[src/rtl/uart_receiver.sv]
// 8N1 UART receiver: 16x oversampling, mid-bit sampling, valid/ack handshake
// with a one-cycle framing-error pulse and a sticky overrun flag.
//
// state | meaning
// IDLE  | line idle, waiting for a low level on the synchronized input
// START | timing to the middle of the start bit to confirm it
// DATA  | sampling the 8 data bits, LSB first
// STOP  | sampling the stop bit, then delivering the byte or flagging an error
module uart_receiver #(
    parameter int CLK_FREQ = 100_000_000,
    parameter int BAUD     = 9600
) (
    input  logic       sysclk,
    input  logic       reset,
    input  logic       UART_RX,
    input  logic       rx_ack,
    output logic [7:0] RX_DATA,
    output logic       rx_valid,
    output logic       rx_busy,
    output logic       frame_err,
    output logic       overrun
);

    localparam int DIV = CLK_FREQ / (BAUD * 16);
    localparam int TW  = (DIV > 2) ? $clog2(DIV) : 1;
    localparam logic [TW-1:0] TICK_MAX = TW'(DIV - 1);

    typedef enum logic [1:0] {IDLE, START, DATA, STOP} state_t;

    state_t          state;
    state_t          state_nx;
    logic            rx_m;
    logic            rx_s;
    logic [TW-1:0]   tick_cnt;
    logic            tick;
    logic [3:0]      samp_cnt;
    logic [2:0]      bit_cnt;
    logic [7:0]      shreg;

    logic            start_entry;
    logic            samp_pt;
    logic            bit_clr;
    logic            shift_en;
    logic            load_en;
    logic            ferr_set;

    assign tick = (tick_cnt == TICK_MAX);

    always_ff @(posedge sysclk) begin
        if (!reset) begin
            state <= IDLE;
        end else begin
            state <= state_nx;
        end
    end

    always_comb begin
        state_nx = state;
        case (state)
            IDLE:  if (!rx_s) state_nx = START;
            START: if (tick && samp_cnt == 4'd7) state_nx = rx_s ? IDLE : DATA;
            DATA:  if (tick && samp_cnt == 4'd15 && bit_cnt == 3'd7) state_nx = STOP;
            STOP:  if (tick && samp_cnt == 4'd15) state_nx = IDLE;
            default: state_nx = IDLE;
        endcase
    end

    always_comb begin
        start_entry = 1'b0;
        samp_pt     = 1'b0;
        bit_clr     = 1'b0;
        shift_en    = 1'b0;
        load_en     = 1'b0;
        ferr_set    = 1'b0;
        rx_busy     = (state != IDLE);
        case (state)
            IDLE:  start_entry = !rx_s;
            START: begin
                samp_pt = tick && (samp_cnt == 4'd7);
                bit_clr = samp_pt;
            end
            DATA: begin
                samp_pt  = tick && (samp_cnt == 4'd15);
                shift_en = samp_pt;
            end
            STOP: begin
                samp_pt  = tick && (samp_cnt == 4'd15);
                load_en  = samp_pt && rx_s;
                ferr_set = samp_pt && !rx_s;
            end
            default: ;
        endcase
    end

    // Synchronizer idles high so a reset release never looks like a start bit.
    always_ff @(posedge sysclk) begin
        if (!reset) begin
            rx_m      <= 1'b1;
            rx_s      <= 1'b1;
            tick_cnt  <= '0;
            samp_cnt  <= 4'd0;
            bit_cnt   <= 3'd0;
            shreg     <= 8'h00;
            frame_err <= 1'b0;
        end else begin
            rx_m      <= UART_RX;
            rx_s      <= rx_m;
            frame_err <= ferr_set;

            if (start_entry || tick) begin
                tick_cnt <= '0;
            end else begin
                tick_cnt <= tick_cnt + TW'(1);
            end

            if (start_entry || samp_pt) begin
                samp_cnt <= 4'd0;
            end else if (tick) begin
                samp_cnt <= samp_cnt + 4'd1;
            end

            if (bit_clr) begin
                bit_cnt <= 3'd0;
            end else if (shift_en && bit_cnt != 3'd7) begin
                bit_cnt <= bit_cnt + 3'd1;
            end

            if (shift_en) begin
                shreg <= {rx_s, shreg[7:1]};
            end
        end
    end

    // A load in the same cycle as an ack keeps the new byte valid and drops overrun.
    always_ff @(posedge sysclk) begin
        if (!reset) begin
            RX_DATA  <= 8'h00;
            rx_valid <= 1'b0;
            overrun  <= 1'b0;
        end else if (load_en) begin
            RX_DATA  <= shreg;
            rx_valid <= 1'b1;
            overrun  <= rx_ack ? 1'b0 : (overrun | rx_valid);
        end else if (rx_ack && rx_valid) begin
            rx_valid <= 1'b0;
            overrun  <= 1'b0;
        end
    end

endmodule

[config.mk]
export PLATFORM = sky130hd
export DESIGN_NAME = uart_receiver
export DESIGN_NICKNAME = d
export VERILOG_FILES = /design/src/rtl/uart_receiver.sv
export SDC_FILE = /design/constraint.sdc
export NUM_CORES = 1
export LEC_CHECK = 0
export ABC_AREA = 1
export CAP_MARGIN = 15
export CELL_PAD_IN_SITES_DETAIL_PLACEMENT = 1
export CELL_PAD_IN_SITES_GLOBAL_PLACEMENT = 2
export CORE_ASPECT_RATIO = 1.75
export CORE_MARGIN = 3
export CORE_UTILIZATION = 30
export DETAILED_ROUTE_END_ITERATION = 6
export GPL_TIMING_DRIVEN = 0
export PLACE_DENSITY = 0.83
export SLEW_MARGIN = 0
export SYNTH_ARGS = -nofsm -noshare
export SYNTH_HDL_FRONTEND = slang
export SYNTH_SLANG_ARGS = --single-unit
[constraint.sdc]
create_clock -name sysclk -period 1.3 [get_ports sysclk]
set_input_delay 0.26 -clock sysclk [delete_from_list [all_inputs] [get_ports sysclk]]
set_output_delay 0.26 -clock sysclk [all_outputs]
set_load 0.005 [all_outputs]
== After elaboration in Yosys (flattened, before gate mapping) ==
Index checks and enable logic that the tools add are counted.

* Muxes and demuxes: 15
* Bitwise logic cells: 2
* Reductions and logical operators: 19
* Equal/unequal tests: 12
* Add/subtract/negate cells: 3

{| class="wikitable"
|+ Operators with widths
! cell !! number
|-
| $add 10x1->10 const B || 1
|-
| $eq 10x10->1 const B || 1
|-
| $mux 2 || 5
|-
| $mux 1 || 8
|-
| $ne 2x2->1 const B || 4
|-
| $pmux 2 s4 || 1
|-
| $reduce_or 2->1 || 4
|-
| $logic_and 1x1->1 || 7
|-
| $add 4x1->4 const B || 1
|-
| $eq 2x2->1 const B || 2
|-
| $eq 4x3->1 const B || 1
|-
| $eq 4x4->1 const B || 1
|-
| $reduce_and 4->1 || 1
|-
| $reduce_bool 2->1 || 2
|-
| $add 3x1->3 const B || 1
|-
| $eq 3x3->1 const B || 1
|-
| $ne 3x3->1 const B || 1
|-
| $eq 2x1->1 const B || 1
|-
| $logic_not 2->1 || 1
|-
| $logic_or 1x1->1 || 2
|-
| $pmux 1 s2 || 1
|-
| $reduce_and 2->1 || 1
|-
| $logic_not 1->1 || 1
|-
| $not 1->1 || 1
|-
| $or 1x1->1 || 1
|}

* Register bits: 40
* Input bits: 4
* Word-level logic and storage cells: 62
* Output and inout port bits: 12

== Longest topological paths before layout ==
* Depth after elaboration: 5
* Depth in mapped cells: 11
* Mapped depth without buffers: 10

== Worst setup path after synthesis ==
OpenSTA, ideal clock, no wires.

* Path kind: register to register
* From: register samp_cnt[0]
* To: register overrun
* Clock period less this slack: 1.416 ns
* Data arrival time: 1.300 ns
* Required time: 1.184 ns
* Stages on the path, launching flop included: 9
* Path slack: -0.116 ns
* Path buffers: 2
* Library setup time: 0.116 ns
* Cell sequence: dfxtp_1 -> ha_1 -> nand2_1 -> nor2_2 -> buf_4 -> nand3_2 -> buf_6 -> a21oi_1 -> nor2_1

* Word-level cells in the longest chain between the ends: 5
* Elaborated cells on any way between the ends: 6
* Classes of those cells: eq/ne (1); mux (2); reduce/logical (3)

{| class="wikitable"
|+ RTL lines
! what !! line !! text
|-
| start: declaration || 36 || <nowiki>logic [3:0] samp_cnt;</nowiki>
|-
| start signal: assignment || 119 || <nowiki>samp_cnt <= samp_cnt + 4'd1;</nowiki>
|-
| $eq 4x4->1 (*) || 87 || <nowiki>samp_pt = tick && (samp_cnt == 4'd15);</nowiki>
|-
| $logic_and 1x1->1 (*) || 87 ||
|-
| $logic_and 1x1->1 (*) || 88 || <nowiki>load_en = samp_pt && rx_s;</nowiki>
|-
| $mux 1 (*) || 76 || <nowiki>case (state)</nowiki>
|-
| $mux 1 or $reduce_bool 2->1 (tied branches) || n/a ||
|-
| end signal: assignment || 143 || <nowiki>overrun <= rx_ack ? 1'b0 : (overrun | rx_valid);</nowiki>
|-
| end: declaration || 21 || <nowiki>output logic overrun</nowiki>
|}

Every way passes the cells marked *; elsewhere a longest branch is shown, timed or not.
A chain may end at the register's enable or synchronous reset.

== Final worst setup path ==
* From: register samp_cnt[1]
* To: register samp_cnt[1]

* Word-level cells in the longest chain between the ends: 5
* Elaborated cells on any way between the ends: 8
* Classes of those cells: add/sub (1); eq/ne (2); mux (1); reduce/logical (4)

{| class="wikitable"
|+ RTL lines
! what !! line !! text
|-
| $eq 4x4->1 or $eq 4x3->1 (tied branches) || 83, 87, 79 ||
|-
| $logic_and 1x1->1, on equally long branches || 83, 87, 79 ||
|-
| $pmux 1 s2 || 76 ||
|-
| $logic_or 1x1->1 || 116 || <nowiki>if (start_entry || samp_pt) begin</nowiki>
|-
| $reduce_or 2->1 (no source line) || n/a ||
|}

Parallel ways exist; a longest one is shown, timed or not.

==> results.txt <==
Total number of vias: 1739
Vias per cell: 4.82
Starting Density: 0.310
Final setup vio count: 29
Clock share of power: 0.414
Sequential power share: 0.518
Initial DRT Pass Iterations: 4
Rel. slew slack: 0.574
Fin. max-slew vios: 0
WP data arrival: 1.65 ns
GRT overflow: 0
Antenna violations before repair: 0
Drt total wl: 5.31 mm
Final worst slack: -0.172 ns
MaxCap Viol Count: 0
Hold buffers post-CTS: 0
Leakage: 1.07 nW
Clock Skew: 0.00363 ns
Most common cell after layout, fill and taps aside: nand2_1
Number of buffers created by CTS: 5
CP Class: flop to flop
Post-route ant nets: 0
Switching power share of the total: 0.227
Clock-pin transition on the worst setup and hold timing paths: 0.08 ns
Seq/Total Area, Yosys: 0.435
Die Width: 65.2 um
PD cells: 886 nW/um2
# clock sinks: 40
GRT Overall Usage: 0.155
Fillers: 725
F_max: 680 MHz
Port Buf Inserts: 15
Failing checks: negative setup slack
Place WS: -0.518 ns
Setup crit start kind: flop
Seq. cell area: 822 um2
Worst EP required: 1.48 ns
R2r setup slk: -0.17 ns
Most frequent cells in the layout: nand2_1 (38), dfxtp_1 (27), buf_4 (20)
Outcome: finished with violations
Logic gate share of total power: 0.068
Fin crit period: 1.47 ns
YS warnings: 0
Fin util: 0.462
DRC: 0
Final Cycle Share: 1.13
Clk root buf: clkbuf_8
HPWL after detailed placement: 3.68 mm
Cell Int Power: 1.87 mW
DIE HEIGHT: 110 um
Synth Instances: 237
Total Power: 2.42 mW
WHS Path Cells: 3
Worst VDD drop: 0.000561 V
Mean Syn Cell Area: 7.76 um2
Total Nets Final: 291
Hold_ws: 0.337 ns
Clock Latency Late Sink: 0.29 ns
Syn_nets: 246
Count of different cell masters after synthesis: 31
FF-to-FF path depth: 7
Clk buf depth: 2
Final hold vios: 0
CTS tree: built
Worst slew pin tran: 0.639 ns
CP Capture Type: flop
IO Count: 16
Vias in the first global route: 1833
Share of cells above drive strength 1: 0.438
CP Max Fanout: 4
Gp weighted congestion: 0.729
Diodes inserted: 0
H-tree levels: 2
Core area: 5930 um2
WL/cell: 14.7 um
Worst Hold Class: input pin to flop
First-pass GRT wire length: 8.52 mm
1st-iter DRT viols: 63
RSZ-0062 raised after global routing: yes
P_sw: 0.550 mW
Multi-input gate area: 1210 um2
Area grow syn2layout: 48.7%
Mapped cell area: 1840 um2
Largest net degree at the start of global routing: 13
Site Rows: 37
Die ar.: 7140 um2
Flops & latches, synth: 40
[worst paths after layout]
check	end	startpoint
max	samp_cnt[1]	samp_cnt[1]
min	flop	reset
max reg2reg	samp_cnt[1]	samp_cnt[1]
min reg2reg	rx_s	rx_m
[Yosys cell counts (all sizes together)]
| cell type | number | area share |
|---|---|---|
| o211ai | 1 | 0.0041 |
| clkbuf | 2 | 0.0041 |
| nor3b | 2 | 0.0082 |
| and3 | 1 | 0.0061 |
| o21ai | 2 | 0.0054 |
| xnor2 | 1 | 0.0088 |
| nor2 | 35 | 0.089 |
| a31oi | 10 | 0.034 |
| nand2 | 45 | 0.096 |
| inv | 23 | 0.048 |
| nor3 | 11 | 0.030 |
| nand3 | 20 | 0.064 |
| nand3b | 1 | 0.0041 |
| ha | 5 | 0.034 |
| buf | 5 | 0.027 |
| or2 | 3 | 0.010 |
| nor4 | 2 | 0.010 |
| a21oi | 21 | 0.057 |
| nand4 | 7 | 0.024 |
| dfxtp | 40 | 0.44 |
[critical path: stages (launching register included)]
cell,delay [ns]
dfxtp_2,0.35
ha_4,0.17
nand2_4,0.07
nor2_4,0.13
nand4_1,0.17
o211ai_1,0.25
buf_4,0.18
a21oi_1,0.04
[power by group through the flow]
| stage | Sequential (mW) | Combinational, mW | Clock, mW |
|---|---|---|---|
| 2_1_floorplan | 1.29 | 0.0815 | 0 |
| 3_3_place_gp | 1.29 | 0.123 | 0 |
| 3_5_place_dp | 1.29 | 0.125 | 0 |
| 4_1_cts | 1.26 | 0.147 | 1.03 |
| 5_1_grt | 1.26 | 0.187 | 1.09 |
| 6_report | 1.26 | 0.164 | 1.00 |
[layout make-up]
type / instances / area share
multi-input cells: 167 / 0.442
plain buffers: 7 / 0.0270
inverters: 23 / 0.0343
flip-flops and latches: 40 / 0.301
repair buffers: 38 / 0.121
well taps: 78 / 0.0357
clock inverters: 2 / 0.0128
clock buffers: 6 / 0.0265
[through the flow]
step | TNS [ns] | instances | area, um2
after floorplan | -0.0235 | 237 | 1890
after global placement | -12.07 | 330 | 2140
after detailed placement | -11.98 | 330 | 2140
after CTS | -3.02 | 356 | 2460
after global routing | -6.23 | 361 | 2740
final | -3.27 | 361 | 2740
[cell families (layout without fill, tap and decap cells)]
logic type / Yosys count / in the layout / synth area share
buffers and inverters: 30 / 76 / 0.0796
flip-flops: 40 / 40 / 0.435
AO/OA/AOI/OAI: 34 / 34 / 0.101
XOR/XNOR: 1 / 1 / 0.00885
AND/OR/NAND/NOR: 127 / 127 / 0.341
adder cells (fa/ha/maj): 5 / 5 / 0.0340
[layer usage]
| metal | routed length, um | vias to the layer above | GRT usage |
|---|---|---|---|
| met5 | 0 | - | 0 |
| met4 | 61 | 0 | 0.0638 |
| met3 | 97 | 5 | 0.0276 |
| met2 | 3290 | 18 | 0.319 |
| met1 | 1860 | 837 | 0.143 |
| li1 | - | 879 | - |
[state kept, by name, indices dropped and copies added, names as in the netlist, named ones only]
signal     cells
overrun        1
rx_valid       1
state          1
samp_cnt       4
frame_err      1
tick_cnt      10
RX_DATA        8
rx_s           1
rx_m           1
bit_cnt        3
shreg          8
[repair_timing]
action	in CTS	in global routing
setup buffers	17	4
endpoints found under the hold margin	0	0
gates resized for setup	47	52
setup endpoints to repair	51	41
gates cloned	1	1
pin swaps	6	14
(Power assumes the default switching activity.)
